==> src/rtl/uart_program_loader.sv <==
// Serial program loader: receives an 8N1 framed image (header, count, data, XOR checksum)
// and writes it into the 32-entry instruction memory, holding the CPU while loading.
module uart_program_loader #(
  parameter int         CLKS_PER_BIT = 868,
  parameter logic [7:0] HDR_BYTE     = 8'h55,
  parameter int         TIMEOUT_BITS = 64
) (
  input  logic       Clk,
  input  logic       Reset,
  input  logic       RX,
  output logic       Wr_en,
  output logic [4:0] Wr_addr,
  output logic [7:0] Wr_data,
  output logic       Cpu_hold,
  output logic       Load_done,
  output logic       Load_err,
  output logic       Rx_valid,
  output logic [7:0] Rx_byte
);

  localparam int CNT_W    = $clog2(CLKS_PER_BIT);
  localparam int TO_LIMIT = TIMEOUT_BITS * CLKS_PER_BIT;
  localparam int TO_W     = $clog2(TO_LIMIT + 1);

  localparam logic [CNT_W-1:0] HALF_LAST = CNT_W'(CLKS_PER_BIT / 2 - 1);
  localparam logic [CNT_W-1:0] BIT_LAST  = CNT_W'(CLKS_PER_BIT - 1);
  localparam logic [TO_W-1:0]  TO_LAST   = TO_W'(TO_LIMIT - 1);

  typedef enum logic [2:0] {
    U_IDLE,
    U_START,
    U_DATA,
    U_STOP,
    U_WAIT_HIGH
  } uart_state_t;

  typedef enum logic [1:0] {
    L_HDR,
    L_CNT,
    L_DATA,
    L_CHK
  } load_state_t;

  // RX synchroniser, idles high
  logic rx_meta_reg;
  logic rx_s;

  always_ff @(posedge Clk or posedge Reset) begin
    if (Reset) begin
      rx_meta_reg <= 1'b1;
      rx_s        <= 1'b1;
    end else begin
      rx_meta_reg <= RX;
      rx_s        <= rx_meta_reg;
    end
  end

  // UART receiver
  uart_state_t      u_state_reg, u_state_next;
  logic [CNT_W-1:0] u_cnt_reg, u_cnt_next;
  logic [2:0]       u_bit_reg, u_bit_next;
  logic [7:0]       u_shift_reg, u_shift_next;
  logic             rx_valid_reg, rx_valid_next;
  logic [7:0]       rx_byte_reg, rx_byte_next;
  logic             frame_err_reg, frame_err_next;

  always_ff @(posedge Clk or posedge Reset) begin
    if (Reset) begin
      u_state_reg   <= U_IDLE;
      u_cnt_reg     <= '0;
      u_bit_reg     <= '0;
      u_shift_reg   <= '0;
      rx_valid_reg  <= 1'b0;
      rx_byte_reg   <= '0;
      frame_err_reg <= 1'b0;
    end else begin
      u_state_reg   <= u_state_next;
      u_cnt_reg     <= u_cnt_next;
      u_bit_reg     <= u_bit_next;
      u_shift_reg   <= u_shift_next;
      rx_valid_reg  <= rx_valid_next;
      rx_byte_reg   <= rx_byte_next;
      frame_err_reg <= frame_err_next;
    end
  end

  always_comb begin
    u_state_next   = u_state_reg;
    u_cnt_next     = u_cnt_reg;
    u_bit_next     = u_bit_reg;
    u_shift_next   = u_shift_reg;
    rx_valid_next  = 1'b0;
    rx_byte_next   = rx_byte_reg;
    frame_err_next = 1'b0;
    case (u_state_reg)
      U_IDLE: begin
        if (!rx_s) begin
          u_state_next = U_START;
          u_cnt_next   = '0;
          u_bit_next   = '0;
        end
      end
      U_START: begin
        // Re-check at mid start bit so short glitches are dropped silently
        if (u_cnt_reg == HALF_LAST) begin
          u_cnt_next   = '0;
          u_state_next = rx_s ? U_IDLE : U_DATA;
        end else begin
          u_cnt_next = u_cnt_reg + 1'b1;
        end
      end
      U_DATA: begin
        if (u_cnt_reg == BIT_LAST) begin
          u_cnt_next   = '0;
          u_shift_next = {rx_s, u_shift_reg[7:1]};
          u_bit_next   = u_bit_reg + 1'b1;
          if (u_bit_reg == 3'd7) begin
            u_state_next = U_STOP;
          end
        end else begin
          u_cnt_next = u_cnt_reg + 1'b1;
        end
      end
      U_STOP: begin
        if (u_cnt_reg == BIT_LAST) begin
          u_cnt_next = '0;
          if (rx_s) begin
            rx_valid_next = 1'b1;
            rx_byte_next  = u_shift_reg;
            u_state_next  = U_IDLE;
          end else begin
            frame_err_next = 1'b1;
            u_state_next   = U_WAIT_HIGH;
          end
        end else begin
          u_cnt_next = u_cnt_reg + 1'b1;
        end
      end
      U_WAIT_HIGH: begin
        if (rx_s) begin
          u_state_next = U_IDLE;
        end
      end
      default: u_state_next = U_IDLE;
    endcase
  end

  // Frame loader
  load_state_t     l_state_reg, l_state_next;
  logic [5:0]      index_reg, index_next;
  logic [5:0]      count_reg, count_next;
  logic [7:0]      csum_reg, csum_next;
  logic [TO_W-1:0] to_cnt_reg, to_cnt_next;
  logic            wr_en_reg, wr_en_next;
  logic [4:0]      wr_addr_reg, wr_addr_next;
  logic [7:0]      wr_data_reg, wr_data_next;
  logic            hold_reg, hold_next;
  logic            done_reg, done_next;
  logic            err_reg, err_next;

  always_ff @(posedge Clk or posedge Reset) begin
    if (Reset) begin
      l_state_reg <= L_HDR;
      index_reg   <= '0;
      count_reg   <= '0;
      csum_reg    <= '0;
      to_cnt_reg  <= '0;
      wr_en_reg   <= 1'b0;
      wr_addr_reg <= '0;
      wr_data_reg <= '0;
      hold_reg    <= 1'b0;
      done_reg    <= 1'b0;
      err_reg     <= 1'b0;
    end else begin
      l_state_reg <= l_state_next;
      index_reg   <= index_next;
      count_reg   <= count_next;
      csum_reg    <= csum_next;
      to_cnt_reg  <= to_cnt_next;
      wr_en_reg   <= wr_en_next;
      wr_addr_reg <= wr_addr_next;
      wr_data_reg <= wr_data_next;
      hold_reg    <= hold_next;
      done_reg    <= done_next;
      err_reg     <= err_next;
    end
  end

  always_comb begin
    l_state_next = l_state_reg;
    index_next   = index_reg;
    count_next   = count_reg;
    csum_next    = csum_reg;
    to_cnt_next  = to_cnt_reg;
    wr_en_next   = 1'b0;
    wr_addr_next = wr_addr_reg;
    wr_data_next = wr_data_reg;
    hold_next    = hold_reg;
    done_next    = done_reg;
    err_next     = err_reg;
    case (l_state_reg)
      L_HDR: begin
        if (rx_valid_reg && rx_byte_reg == HDR_BYTE) begin
          l_state_next = L_CNT;
          hold_next    = 1'b1;
          done_next    = 1'b0;
          err_next     = 1'b0;
          index_next   = '0;
          csum_next    = '0;
        end
      end
      L_CNT: begin
        if (rx_valid_reg) begin
          if (rx_byte_reg != 8'd0 && rx_byte_reg <= 8'd32) begin
            count_next   = rx_byte_reg[5:0];
            l_state_next = L_DATA;
          end else begin
            err_next     = 1'b1;
            l_state_next = L_HDR;
          end
        end
      end
      L_DATA: begin
        if (rx_valid_reg) begin
          wr_en_next   = 1'b1;
          wr_addr_next = index_reg[4:0];
          wr_data_next = rx_byte_reg;
          index_next   = index_reg + 6'd1;
          csum_next    = csum_reg ^ rx_byte_reg;
          if (index_reg + 6'd1 == count_reg) begin
            l_state_next = L_CHK;
          end
        end
      end
      L_CHK: begin
        if (rx_valid_reg) begin
          if (rx_byte_reg == csum_reg) begin
            done_next = 1'b1;
            hold_next = 1'b0;
          end else begin
            err_next = 1'b1;
          end
          l_state_next = L_HDR;
        end
      end
      default: l_state_next = L_HDR;
    endcase

    // Abort inside a frame on a broken byte or an over-long silence
    if (l_state_reg != L_HDR && !rx_valid_reg &&
        (frame_err_reg || to_cnt_reg == TO_LAST)) begin
      err_next     = 1'b1;
      l_state_next = L_HDR;
    end

    // Silence is measured from the last accepted byte; a byte in flight is not silence
    if (l_state_next == L_HDR) begin
      to_cnt_next = '0;
    end else if (rx_valid_reg || u_state_reg != U_IDLE) begin
      to_cnt_next = TO_W'(1);
    end else begin
      to_cnt_next = to_cnt_reg + 1'b1;
    end
  end

  assign Wr_en     = wr_en_reg;
  assign Wr_addr   = wr_addr_reg;
  assign Wr_data   = wr_data_reg;
  assign Cpu_hold  = hold_reg;
  assign Load_done = done_reg;
  assign Load_err  = err_reg;
  assign Rx_valid  = rx_valid_reg;
  assign Rx_byte   = rx_byte_reg;

endmodule

==> config.mk <==
export PLATFORM = sky130hd
export DESIGN_NAME = uart_program_loader
export DESIGN_NICKNAME = d
export VERILOG_FILES = /design/src/rtl/uart_program_loader.sv
export SDC_FILE = /design/constraint.sdc
export NUM_CORES = 1
export LEC_CHECK = 0
export ABC_AREA = 0
export CELL_PAD_IN_SITES_DETAIL_PLACEMENT = 1
export CELL_PAD_IN_SITES_GLOBAL_PLACEMENT = 1
export CORE_MARGIN = 8
export CORE_UTILIZATION = 30
export CTS_CLUSTER_DIAMETER = 50
export DETAILED_ROUTE_END_ITERATION = 10
export PLACE_DENSITY = 0.64
export REMOVE_ABC_BUFFERS = 1
export SETUP_SLACK_MARGIN = 0.15
export SYNTH_ARGS = -nofsm -noshare
export SYNTH_HDL_FRONTEND = slang
export SYNTH_SLANG_ARGS = --single-unit
==> constraint.sdc <==
create_clock -name Clk -period 2.6 [get_ports Clk]
set_clock_uncertainty 0.2 [all_clocks]
set_input_delay 0.26 -clock Clk [delete_from_list [all_inputs] [get_ports Clk]]
set_output_delay 0.26 -clock Clk [all_outputs]
set_load 0.01 [all_outputs]
# --- Word-level counts from Yosys, hierarchy flattened ---
# Index checks and enable logic that the tools add are counted.
word_totals:
  output_inout_bits: 26
  inputBits: 3
  register_bits: 91
op_classes:
  n_mux: 54
  n_bitwise: 1
  n_lt_le_gt_ge: 1
  eq_ne: 29
  add_sub_neg: 4
  reduce_logical: 29
ops:
  columns: ["op", "n"]
  rows:
  - ["2-to-1 mux 16 bit", 2]
  - ["2-to-1 mux 10 bit", 3]
  - ["case mux 10 bit (3 select lines)", 1]
  - ["2-to-1 mux 3 bit", 9]
  - ["inequality test 2 bit (second input constant)", 10]
  - ["2-to-1 mux 1 bit", 19]
  - ["adder 16 x 1 -> 16 bit (second input constant)", 1]
  - ["== test 16 bit (second input constant)", 1]
  - ["2-to-1 mux 2 bit", 8]
  - ["2-to-1 mux 8 bit", 2]
  - ["case mux 8 bit (2 select lines)", 1]
  - ["inequality test 3 bit (second input constant)", 5]
  - ["case mux 3 bit (5 select lines)", 1]
  - ["2-to-1 mux 6 bit", 2]
  - ["case mux 6 bit (2 select lines)", 1]
  - ["AND reduction 3 bit", 4]
  - ["AND reduction 6 bit", 2]
  - ["adder 10 x 1 -> 10 bit (second input constant)", 1]
  - ["== test 10 bit (second input constant)", 1]
  - ["== test 10 x 9 -> 1 bit (second input constant)", 1]
  - ["== test 8 x 7 -> 1 bit (second input constant)", 1]
  - ["== test 8 bit", 1]
  - ["<= comparator 8 x 6 -> 1 bit (second input constant)", 1]
  - ["case mux 2 bit (4 select lines)", 1]
  - ["24 further kinds", 39]

# --- Depth between registers and ports, before layout ---
depth:
  depth_word: 8
  mapped_depth: 8
  mapped_depth_nobuf: 7

# --- Worst setup path after synthesis ---
# Ideal clock, no wire load.
synth_timing:
  path_kind: "register to register"
  start: "register rx_byte_reg[3] (netlist: Rx_byte[3])"
  end: "register to_cnt_reg[5]"
  setup_ns: 0.143
  n_path_buf: 1
  required_time_ns: 2.257
  stages_incl_launch_ff: 7
  slack_ns: 0.318
  arrival_time_ns: 1.939
  period_less_slack_ns: 2.282
  path_cell_list: "dfrtp_1 or4_4 nor3_2 and4b_4 a221oi_4 buf_6 nor4_1"
synth_between:
  elab_chain_len: 8
  word_cells_on_any_way: 12
  cone_classes: "1 x order compare; 1 x eq/ne; 6 x mux; 4 x reduce/logical"
synth_rtl:
  columns: ["item", "line", "text"]
  rows:
  - ["start, declared", "64", "logic [7:0] rx_byte_reg, rx_byte_next;"]
  - ["start signal, assigned", "82", "rx_byte_reg <= rx_byte_next;"]
  - ["<= comparator 8 x 6 -> 1 bit or nonzero test 8 bit (tied branches)", "214", "if (rx_byte_reg != 8'd0 && rx_byte_reg <= 8'd32) begin"]
  - ["logical AND 1 bit", "214", null]
  - ["2-to-1 mux 2 bit", "214", null]
  - ["2-to-1 mux 2 bit", "213", "if (rx_valid_reg) begin"]
  - ["case mux 2 bit (4 select lines) (*)", "201", "case (l_state_reg)"]
  - ["2-to-1 mux 2 bit (*)", "250", "if (l_state_reg != L_HDR && !rx_valid_reg &&"]
  - ["zero test 2 bit (*)", "257", "if (l_state_next == L_HDR) begin"]
  - ["2-to-1 mux 16 bit (*)", "257", null]
  - ["net to_cnt_next[5]", "153", "logic [TO_W-1:0] to_cnt_reg, to_cnt_next;"]
  - ["end signal, assigned", "179", "to_cnt_reg <= to_cnt_next;"]
  - ["end, declared", "153", null]
# Mark *: on every way through the listed nets, which the timed path passes. The rest lies on a longest branch.
# A chain may end at the register's enable or synchronous reset.

# --- Worst setup path after layout ---
# Same ends and word-level chain as after synthesis.

==> metrics <==
ys async rst share=100%; status=completed; register clock-pin slew on the reported worst setup and hold paths=0.06 ns; vias in the first global route=3366; fraction of layout cells with a size suffix above 1=14.7%; CTS root buffer=clkbuf_16; fmax=0.431 GHz; routed length on met2=4900 um; CP Max Fanout=16; most frequent cells after synthesis=dfrtp_1 (89), nand2_1 (60), o21ai_0 (31); n_diodes=0; CP Capture Type=flop; Peak supply drop=0.333 mV; critical hold path startpoint=RX; Finished Layout Cells=646; sequential fraction of the synthesis area=52.5%; CP Class=flop to flop; Port Buffers=28; DRC viols=0; Netlist cell types=53; Routed met3 length=180 um; type of the most critical hold path=input pin to flop; number of CTS-inserted buffers=9; Tot Pwr=2.87 mW; Syn Std Cell Area=0.00434 mm2; average wire per standard cell=15.8 um; Worst Path Required=2.64 ns; Avg Vias per Cell=4.96; Setup Viol. Count Final=0; top-count cell post-synth=dfrtp_1; Final HPWL DP=7070 um; Power Density=549 mW/mm2; Least-Margin Pin Slew=0.860 ns; grt total ovfl=0; initial core utilization=30.3%; Max Slew Vio Count=0; length of routed wiring on met1=4910 um; Gate Count Post-Synth=421; CTS tree=done; global placer's final weighted congestion=0.795; Antenna Nets Post-Route=0; DR pass1 iterations=4; Placement Setup Slack=0.255 ns; maxcap violations=0; Critical Path AT=2.36 ns; die area=0.0186 mm2; Synth top area share=51.3%; Tot GR Track Use=11.9%; Die Height=136 um; clock buffer depth=2; CP Launch Type=flop; antenna violations before repair=0; Avg Cell Area, Syn=10.3 um2; Post-synth EDFFs=0; area leader, netlist=dfrtp_1; H-tree levels=3; Nets=466; Rel. slew slack=42.4%; end of the worst hold path=rx_meta_reg$_DFF_PP1_; main area contributors after synthesis=dfrtp_1 (51%), mux2_2 (5.7%), nand2_1 (5.2%), xor2_1 (4.6%), o21ai_0 (3.6%); placed insts=629; num ports=29; Sink Count=91; R2R cell count=6; max reg flops=16; standard-cell rows=44; global-route wire length before repair=17600 um; Area Overhead vs Synth=20.4%; largest net degree at the start of global routing=80; later-pin clock latency in the skew report=0.35 ns; Final period util=89.2%; Final min period=2.32 ns; setup bufs post-CTS=0; Hold Fails Final Rpt=0; post-route worst setup slack=0.282 ns; core area=0.0143 mm2; Synth Register Bits=91; RR Startpoint=Rx_byte[3]$_DFFE_PP0P_; detailed-route wire length=10200 um; RSZ-0062 raised after global routing=no; First DRT Iteration DRCs=137; reg2reg setup slack=0.28 ns; Fin Setup TNS=0 ns; Leakage=2.39 nW; Syn. warnings=0; Hold Path Depth=1; Highest Signal Layer=met4; vias post-DR=3203; FF-to-FF End=to_cnt_reg[5]$_DFF_PP0_; Top FF cell, synth=dfrtp_1; DIE WIDTH=136 um
[power by group]
part / total (mW) / switching, mW / internal, mW
combinational: 0.0364 / 0.0291 / 0.00736
sequential: 1.42 / 0.00172 / 1.42
clock: 1.41 / 0.546 / 0.865
[logic make-up (layout without fill, tap and decap cells)]
group	Yosys count	after routing	synth area share, %
multiplexers	24	24	6.17
XOR/XNOR	39	39	7.87
AND/OR/NAND/NOR	172	172	20.2
AO/OA/AOI/OAI	61	61	8.76
flip-flops	91	91	52.5
adder cells (fa/ha/maj)	6	6	1.73
buffers and inverters	28	69	2.71
[layout by cell type (no fill, tap or decap), types with 4 or more instances in the layout]
| cell type | count |
|---|---|
| dfrtp_1 | 88 |
| nand2_1 | 60 |
| o21ai_0 | 31 |
| clkdlybuf4s50_1 | 28 |
| nor2_1 | 26 |
| nand3_1 | 23 |
| xor2_1 | 23 |
| mux2_2 | 22 |
| nor4_1 | 19 |
| xnor2_1 | 16 |
| a21oi_1 | 11 |
| buf_4 | 11 |
| inv_1 | 10 |
| clkbuf_16 | 9 |
| nor3_1 | 6 |
| nand4_1 | 6 |
| ha_1 | 6 |
| or2_2 | 5 |
| and3_1 | 4 |
[through the flow]
stage	cell area, um2	utilization, %	hold WS (ns)
2_1_floorplan	4270	-	0.0645
3_3_place_gp	4880	34.1	0.147
3_5_place_dp	4880	34.1	0.149
4_1_cts	5210	36.4	0.102
5_1_grt	5230	36.5	0.117
6_report	5230	36.5	0.116
[critical path, stage by stage (launching register included)]
cell and delay, ns:
dfrtp_2 0.46, or4_4 0.55, o21ai_0 0.16, and4b_4 0.29, a221oi_4 0.07, buf_4 0.21
nor4_1 0.26
[cell type report]
| class | count | area, um2 |
|---|---|---|
| Sequential cell | 91 | 2280 |
| Inverter | 12 | 46.3 |
| Clock buffer | 11 | 243 |
| Multi-Input combinational cell | 302 | 1950 |
| Clock inverter | 5 | 77.6 |
| Fill cell | 1633 | 9090 |
| Timing Repair Buffer | 41 | 393 |
| Tap cell | 184 | 230 |
[routing by layer]
metal | up-vias | track usage, %
li1 | 1549 | -
met1 | 1616 | 15.4
met2 | 24 | 19.0
met3 | 14 | 2.00
met4 | 0 | 5.86
met5 | - | 0
[what timing repair did]
| action | CTS | global route |
|---|---|---|
| hold endpoints to repair | 12 | 0 |
| setup endpoints to repair | 0 | 14 |
| hold buffers | 1 | 0 |
| resized for setup | 0 | 3 |
[worst max path at each step]
stage                           startpoint                        to  slack [ns]  cells past startpoint
floorplan                            Reset      Cpu_hold$_DFFE_PP0P_       -0.22                      1
global placement    Rx_byte[3]$_DFFE_PP0P_   to_cnt_reg[7]$_DFF_PP0_        0.33                      6
detailed placement  Rx_byte[3]$_DFFE_PP0P_   to_cnt_reg[6]$_DFF_PP0_        0.26                      6
CTS                 Rx_byte[3]$_DFFE_PP0P_   to_cnt_reg[1]$_DFF_PP0_        0.20                      6
global route        Rx_byte[5]$_DFFE_PP0P_  index_reg[2]$_DFFE_PP0P_        0.16                      6
finish              Rx_byte[3]$_DFFE_PP0P_   to_cnt_reg[5]$_DFF_PP0_        0.28                      6
(Power assumes the default switching activity.)
